===== src/rtl/mem_arbiter.sv =====
// ---------------------------------------------------------------------------
// mem_arbiter
//
// Shares one single-port synchronous data RAM between the CPU data port
// (single read/write accesses) and the Game-of-Life video reader (fixed
// length read bursts). The CPU normally has priority; a starvation counter
// forces the video reader to win after MAX_WAIT consecutive lost
// arbitrations. Once a burst starts it runs to completion without
// preemption.
//
// Ports:
//   clk, reset              clock (rising edge), async active-low reset
//   cpu_req/we/addr/wdata   CPU access request, held until cpu_gnt
//   cpu_gnt, cpu_stall      same-cycle grant, and cpu_req & ~cpu_gnt
//   cpu_rvalid, cpu_rdata   read data, one cycle after a granted read
//   vid_req/addr/len        burst request (len = beats - 1), held until vid_gnt
//   vid_gnt                 single-cycle burst accept pulse
//   vid_rvalid/rdata/last   one beat per cycle, last marks the final beat
//   mem_en/we/addr/wdata    RAM command, one access per cycle
//   mem_rdata               RAM read data, valid the cycle after a read
// ---------------------------------------------------------------------------
module mem_arbiter #(
   parameter int AW       = 32,
   parameter int DW       = 32,
   parameter int MAX_WAIT = 4,
   parameter int LENW     = 4
) (
   input  logic            clk,
   input  logic            reset,
   input  logic            cpu_req,
   input  logic            cpu_we,
   input  logic [AW-1:0]   cpu_addr,
   input  logic [DW-1:0]   cpu_wdata,
   output logic            cpu_gnt,
   output logic            cpu_stall,
   output logic            cpu_rvalid,
   output logic [DW-1:0]   cpu_rdata,
   input  logic            vid_req,
   input  logic [AW-1:0]   vid_addr,
   input  logic [LENW-1:0] vid_len,
   output logic            vid_gnt,
   output logic            vid_rvalid,
   output logic [DW-1:0]   vid_rdata,
   output logic            vid_last,
   output logic            mem_en,
   output logic            mem_we,
   output logic [AW-1:0]   mem_addr,
   output logic [DW-1:0]   mem_wdata,
   input  logic [DW-1:0]   mem_rdata
);

   localparam int SW = $clog2(MAX_WAIT + 1);

   localparam logic [0:0] ST_IDLE  = 1'b0;
   localparam logic [0:0] ST_BURST = 1'b1;

   localparam logic [SW-1:0] STARVE_MAX = SW'(MAX_WAIT);
   localparam logic [AW-1:0] BEAT_BYTES = AW'(4);
   localparam logic [LENW-1:0] LEN_ONE  = LENW'(1);

   logic [0:0]      state_q, state_d;
   logic [SW-1:0]   starve_cnt_q, starve_cnt_d;
   logic [AW-1:0]   next_addr_q, next_addr_d;
   logic [LENW-1:0] remaining_q, remaining_d;
   logic            cpu_rvalid_q, cpu_rvalid_d;
   logic            vid_rvalid_q, vid_rvalid_d;
   logic            vid_last_q, vid_last_d;

   // Ungated command/grant values; reset masks them at the ports.
   logic            vid_win, cpu_win;
   logic            cpu_gnt_c, vid_gnt_c;
   logic            en_c, we_c;
   logic [AW-1:0]   addr_c;
   logic [DW-1:0]   wdata_c;

   always_comb begin
      // NOTE: every signal assigned here gets a default first, so no path
      // leaves one unassigned and no latch is inferred.
      state_d      = state_q;
      starve_cnt_d = starve_cnt_q;
      next_addr_d  = next_addr_q;
      remaining_d  = remaining_q;
      cpu_rvalid_d = 1'b0;
      vid_rvalid_d = 1'b0;
      vid_last_d   = 1'b0;
      vid_win      = 1'b0;
      cpu_win      = 1'b0;
      cpu_gnt_c    = 1'b0;
      vid_gnt_c    = 1'b0;
      en_c         = 1'b0;
      we_c         = 1'b0;
      addr_c       = '0;
      wdata_c      = '0;

      case (state_q)
         ST_IDLE: begin
            vid_win = vid_req & (~cpu_req | (starve_cnt_q == STARVE_MAX));
            cpu_win = cpu_req & ~vid_win;

            if (vid_win) begin
               // Beat 0 goes out in the grant cycle; the rest come from BURST.
               vid_gnt_c    = 1'b1;
               en_c         = 1'b1;
               addr_c       = vid_addr;
               next_addr_d  = vid_addr + BEAT_BYTES;
               remaining_d  = vid_len;
               vid_rvalid_d = 1'b1;
               vid_last_d   = (vid_len == '0);
               starve_cnt_d = '0;
               if (vid_len != '0) begin
                  state_d = ST_BURST;
               end
            end else begin
               if (cpu_win) begin
                  cpu_gnt_c    = 1'b1;
                  en_c         = 1'b1;
                  we_c         = cpu_we;
                  addr_c       = cpu_addr;
                  wdata_c      = cpu_wdata;
                  cpu_rvalid_d = ~cpu_we;
               end
               // Here a pending vid_req has necessarily just lost.
               if (vid_req) begin
                  if (starve_cnt_q != STARVE_MAX) begin
                     starve_cnt_d = starve_cnt_q + 1'b1;
                  end
               end else begin
                  starve_cnt_d = '0;
               end
            end
         end

         default: begin
            // BURST: one beat per cycle, CPU locked out, vid_req ignored,
            // starvation counter held.
            en_c         = 1'b1;
            addr_c       = next_addr_q;
            next_addr_d  = next_addr_q + BEAT_BYTES;
            remaining_d  = remaining_q - 1'b1;
            vid_rvalid_d = 1'b1;
            if (remaining_q == LEN_ONE) begin
               vid_last_d = 1'b1;
               state_d    = ST_IDLE;
            end
         end
      endcase
   end

   // NOTE: sequential state is updated with non-blocking assignments so every
   // flop samples the pre-edge values regardless of statement order.
   always_ff @(posedge clk or negedge reset) begin
      if (!reset) begin
         state_q      <= ST_IDLE;
         starve_cnt_q <= '0;
         next_addr_q  <= '0;
         remaining_q  <= '0;
         cpu_rvalid_q <= 1'b0;
         vid_rvalid_q <= 1'b0;
         vid_last_q   <= 1'b0;
      end else begin
         state_q      <= state_d;
         starve_cnt_q <= starve_cnt_d;
         next_addr_q  <= next_addr_d;
         remaining_q  <= remaining_d;
         cpu_rvalid_q <= cpu_rvalid_d;
         vid_rvalid_q <= vid_rvalid_d;
         vid_last_q   <= vid_last_d;
      end
   end

   // Grants and the RAM command are forced idle for as long as reset is low,
   // so an abandoned burst issues nothing even before the next clock edge.
   assign cpu_gnt   = cpu_gnt_c & reset;
   assign vid_gnt   = vid_gnt_c & reset;
   assign mem_en    = en_c & reset;
   assign mem_we    = we_c & reset;
   assign mem_addr  = addr_c & {AW{reset}};
   assign mem_wdata = wdata_c & {DW{reset}};

   assign cpu_stall  = cpu_req & ~cpu_gnt;
   assign cpu_rvalid = cpu_rvalid_q;
   assign cpu_rdata  = mem_rdata;
   assign vid_rvalid = vid_rvalid_q;
   assign vid_rdata  = mem_rdata;
   assign vid_last   = vid_last_q;

endmodule


===== config.mk =====
export PLATFORM = sky130hd
export DESIGN_NAME = mem_arbiter
export DESIGN_NICKNAME = d
export VERILOG_FILES = /design/src/rtl/mem_arbiter.sv
export SDC_FILE = /design/constraint.sdc
export NUM_CORES = 1
export LEC_CHECK = 0
export BUFFER_PORTS_ARGS = -buffer_cell sky130_fd_sc_hd__buf_2
export CAP_MARGIN = 10
export CORE_UTILIZATION = 46
export DETAILED_ROUTE_END_ITERATION = 16
export PLACE_DENSITY = 0.88
export REMOVE_ABC_BUFFERS = 1
export SYNTH_ARGS = -nofsm -noshare
export SYNTH_HDL_FRONTEND = slang
export SYNTH_SLANG_ARGS = --single-unit

===== constraint.sdc =====
create_clock -name clk -period 4.3 [get_ports clk]
set_input_delay 0.86 -clock clk [delete_from_list [all_inputs] [get_ports clk]]
set_output_delay 0.86 -clock clk [all_outputs]
set_load 0.01 [all_outputs]

==> summary.txt <==
Layout
  • Most frequent cells in the layout: buf_2 (176), nand2_1 (84), nand3_1 (72)
  • Nets: between 800 and 900
  • Util after Layout: 52.9%
  • FF/Latch Area: 1080 um2
  • Share of cells above drive strength 1: 28.8%
  • Area grow syn2layout: 11.6%
  • Number of antenna repair diodes: 0
  • Multi-input gate area: 3080 um2
  • Fillers: 1060
  • Most common cell after layout, fill and taps aside: buf_2

Drt
  • Vias per std cell: 5.88
  • Antenna violation net count after detailed routing: 0
  • DRT iter0 DRCs: 323
  • Pre-Repair DR Iteration Count: 5
  • Wire per inst: 20.6 um
  • Final WL: 17.9 mm
  • Via count: 5120
  • Residual DRC count: 0

GRT
  • GRT met2 Usage: between 50% and 60%
  • Global-route track usage on met3: between 10% and 20%
  • GRT Total Usage: a little under a third
  • Initial antenna violation count: 0
  • GR Util met1: between 30% and 40%
  • Most used routing layer: met2
  • First-pass GRT wire length: 26.6 mm
  • Largest net degree at the start of global routing: 78
  • Number of global-route vias before repair: 4593
  • GR Overflow Total: 0

Power
  • Comb power frac: 56.9%
  • Clock power share: 9.5%
  • Sw frac: a little under half
  • Max VDD drop: 0.169 mV
  • P_int: 1.40 mW
  • Pwr Density: 496 nW/um2
  • Pwr Total: 2.70 mW
  • Pleak: around 2.7 nW
  • Flop pwr share: 33.7%
  • NetSw: 1.29 mW

CTS
  • Clk buf depth: 2
  • CTS tree: built
  • H-tree Lvls: 2
  • Hold Buf Count CTS: 0
  • Total CTS buffers: 5
  • CTS resizes: 0
  • Clk pin slew, worst setup/hold paths: 0.09 ns
  • Worst-Skew Late Latency: 0.30 ns
  • Clk sinks: 43
  • Post-CTS Setup Repair Bufs: 0
  • Clk root buf: clkbuf_8

STA
  • Final hold vios: 0
  • Slew HR: 45.4%
  • Setup_tns: 0 ns
  • Least-Margin Pin Slew: around 0.82 ns
  • Final Critical Period: 3.53 ns
  • Fmax: 284 MHz
  • Worst setup margin: 0.774 ns
  • Final Slew Violations: 0
  • Endpoints failing setup: 0
  • Fin Hold WS: 0.494 ns
  • Clk_skew: 0.00735 ns
  • Tcrit/Tclk final: around four fifths
  • RSZ-0062 raised after global routing: no

Setup path
  • Critical Path Fanout Max: 35
  • Worst path required time: 3.44 ns
  • FF-to-FF End: next_addr_q[30]
  • CP Class: flop to primary output
  • Crit path DAT: around 2.7 ns
  • Slowest CP cell: and3_1
  • Crit start category: flop
  • CP Cell Sequence: inv_1 -> ha_1 -> a21bo_2 -> and2_2 -> nor2_1 -> buf_4 -> and3_1 -> and2_1 -> buf_2
  • R2r setup slk: 1.09 ns
  • R2R depth: 8
  • Max incr delay on CP: 0.70 ns
  • Crit. End Element: primary output
  • FF-to-FF Start: state_q

Synthesis
  • Cell count after synthesis: between 600 and 700
  • Async SR Flop Fraction: 100%
  • Count of cell types in the netlist: 57
  • Area fraction of the dominant cell type after synthesis: 22.1%
  • Mapped Area: 4870 um2
  • Yosys reg bits: 43
  • Main synth FF type: dfrtp_1
  • Largest cells by area after synthesis: dfrtp_1 (22%), buf_4 (9.9%), nand3_1 (7.4%)
  • Post-synth EDFFs: 0
  • Sequential fraction of the synthesis area: 22.1%
  • Synth warnings: 0
  • Synth area leader: dfrtp_1
  • Mean Syn Cell Area: 7.46 um2

Run
  • Max Cap Viol: 0

Floorplan
  • Die ar.: roughly 11000 um2
  • Starting Density: 47.4%
  • IO Count: roughly 270
  • Die Y: 105 um
  • Die Wd: 105 um
  • Rows: 37
  • Area of the core: 10300 um2

Placement
  • Final HPWL DP: 14.0 mm
  • Gpl congestion: 0.889
  • Post-Place Setup Slack: approximately 0.78 ns
  • # port buffers: 176

Status
  • Status: completed

Hold path
  • Worst min-delay path startpoint: next_addr_q[0]
  • Hold path depth: 2
  • HP Class: flop to flop
  • Hold Path Sink: next_addr_q[0]
through the flow:
stage	instance area (um2)	cells
after floorplan	4200	543
after global placement	5360	864
after detailed placement	5360	864
after CTS	5440	871
after global routing	5440	871
final	5440	871
worst max path at each step:
stage,slack [ns],start,to,cells past startpoint
2_1_floorplan,0.05,state_q,mem_addr[10],3
3_3_place_gp,0.85,cpu_req,mem_wdata[9],8
3_5_place_dp,0.78,cpu_req,mem_wdata[16],8
4_1_cts,0.77,starve_cnt_q[0],mem_wdata[16],9
5_1_grt,0.57,starve_cnt_q[0],mem_wdata[6],9
6_report,0.77,starve_cnt_q[0],mem_wdata[27],9
power groups by stage:
stage / registers [mW] / clock network [mW] / logic [mW]
2_1_floorplan: 0.851 / 0 / 1.06
3_3_place_gp: 0.900 / 0 / 1.50
3_5_place_dp: 0.908 / 0 / 1.53
4_1_cts: 0.900 / 0.258 / 1.54
5_1_grt: 0.943 / 0.268 / 1.72
6_report: 0.908 / 0.255 / 1.53
layout make-up:
type | instances | share of cell area (%)
Sequential cell | 43 | 19.9
Timing Repair Buffer | 185 | 18.1
Tap cell | 136 | 3.13
Inverter | 11 | 0.760
Multi-Input combinational cell | 489 | 56.7
Clock buffer | 7 | 1.40
metal layers:
metal  wire length, um  share of wire, %
met1              6200                35
met2              8350                47
met3              2410                13
met4               925               5.2
met5                35              0.20
Yosys cell counts, drive strengths merged (2+ instances only):
master / instances
nand4b: 3
clkbuf: 29
o211a: 23
ha: 5
mux2i: 8
nor2b: 8
mux2: 5
a211oi: 5
and2: 37
nand3b: 12
xor2: 22
a22oi: 4
buf: 81
inv: 11
dfrtp: 43
a31oi: 3
a21oi: 29
nor2: 30
o21ai: 34
nand2b: 7
a222oi: 2
a211o: 10
nand3: 73
or3: 4
and3: 11
nor3: 5
xnor2: 24
o211ai: 7
nor4: 2
nand2: 85
nand4: 11
o22ai: 8
cells by family (layout without fill, tap and decap cells):
family,after synthesis,after routing,share of synthesized area [%]
AOI/OAI and AO/OA,134,134,19.4
xor gates and xnor gates,46,46,8.27
adders and majority gates,5,5,1.28
buffers and inverters,121,203,14.7
DFF,43,43,22.1
muxes,13,13,2.80
and+or+nand+nor,291,291,31.4
registers in the layout (all words and copies together), names as in the netlist:
register and cells:
remaining_q 4, state_q 1, cpu_rvalid 1, starve_cnt_q 3, vid_rvalid 1, vid_last 1
next_addr_q 32
worst max-delay path: cells and delay by family (launching register included):
kind                     cells  cell delay, ns
flip-flops                   1            0.38
AO/OA/AOI/OAI                1            0.22
buffers and inverters        3            0.36
adder cells (fa/ha/maj)      1            0.20
AND/OR/NAND/NOR              4            1.20
Power figures use the tool's default switching activity.
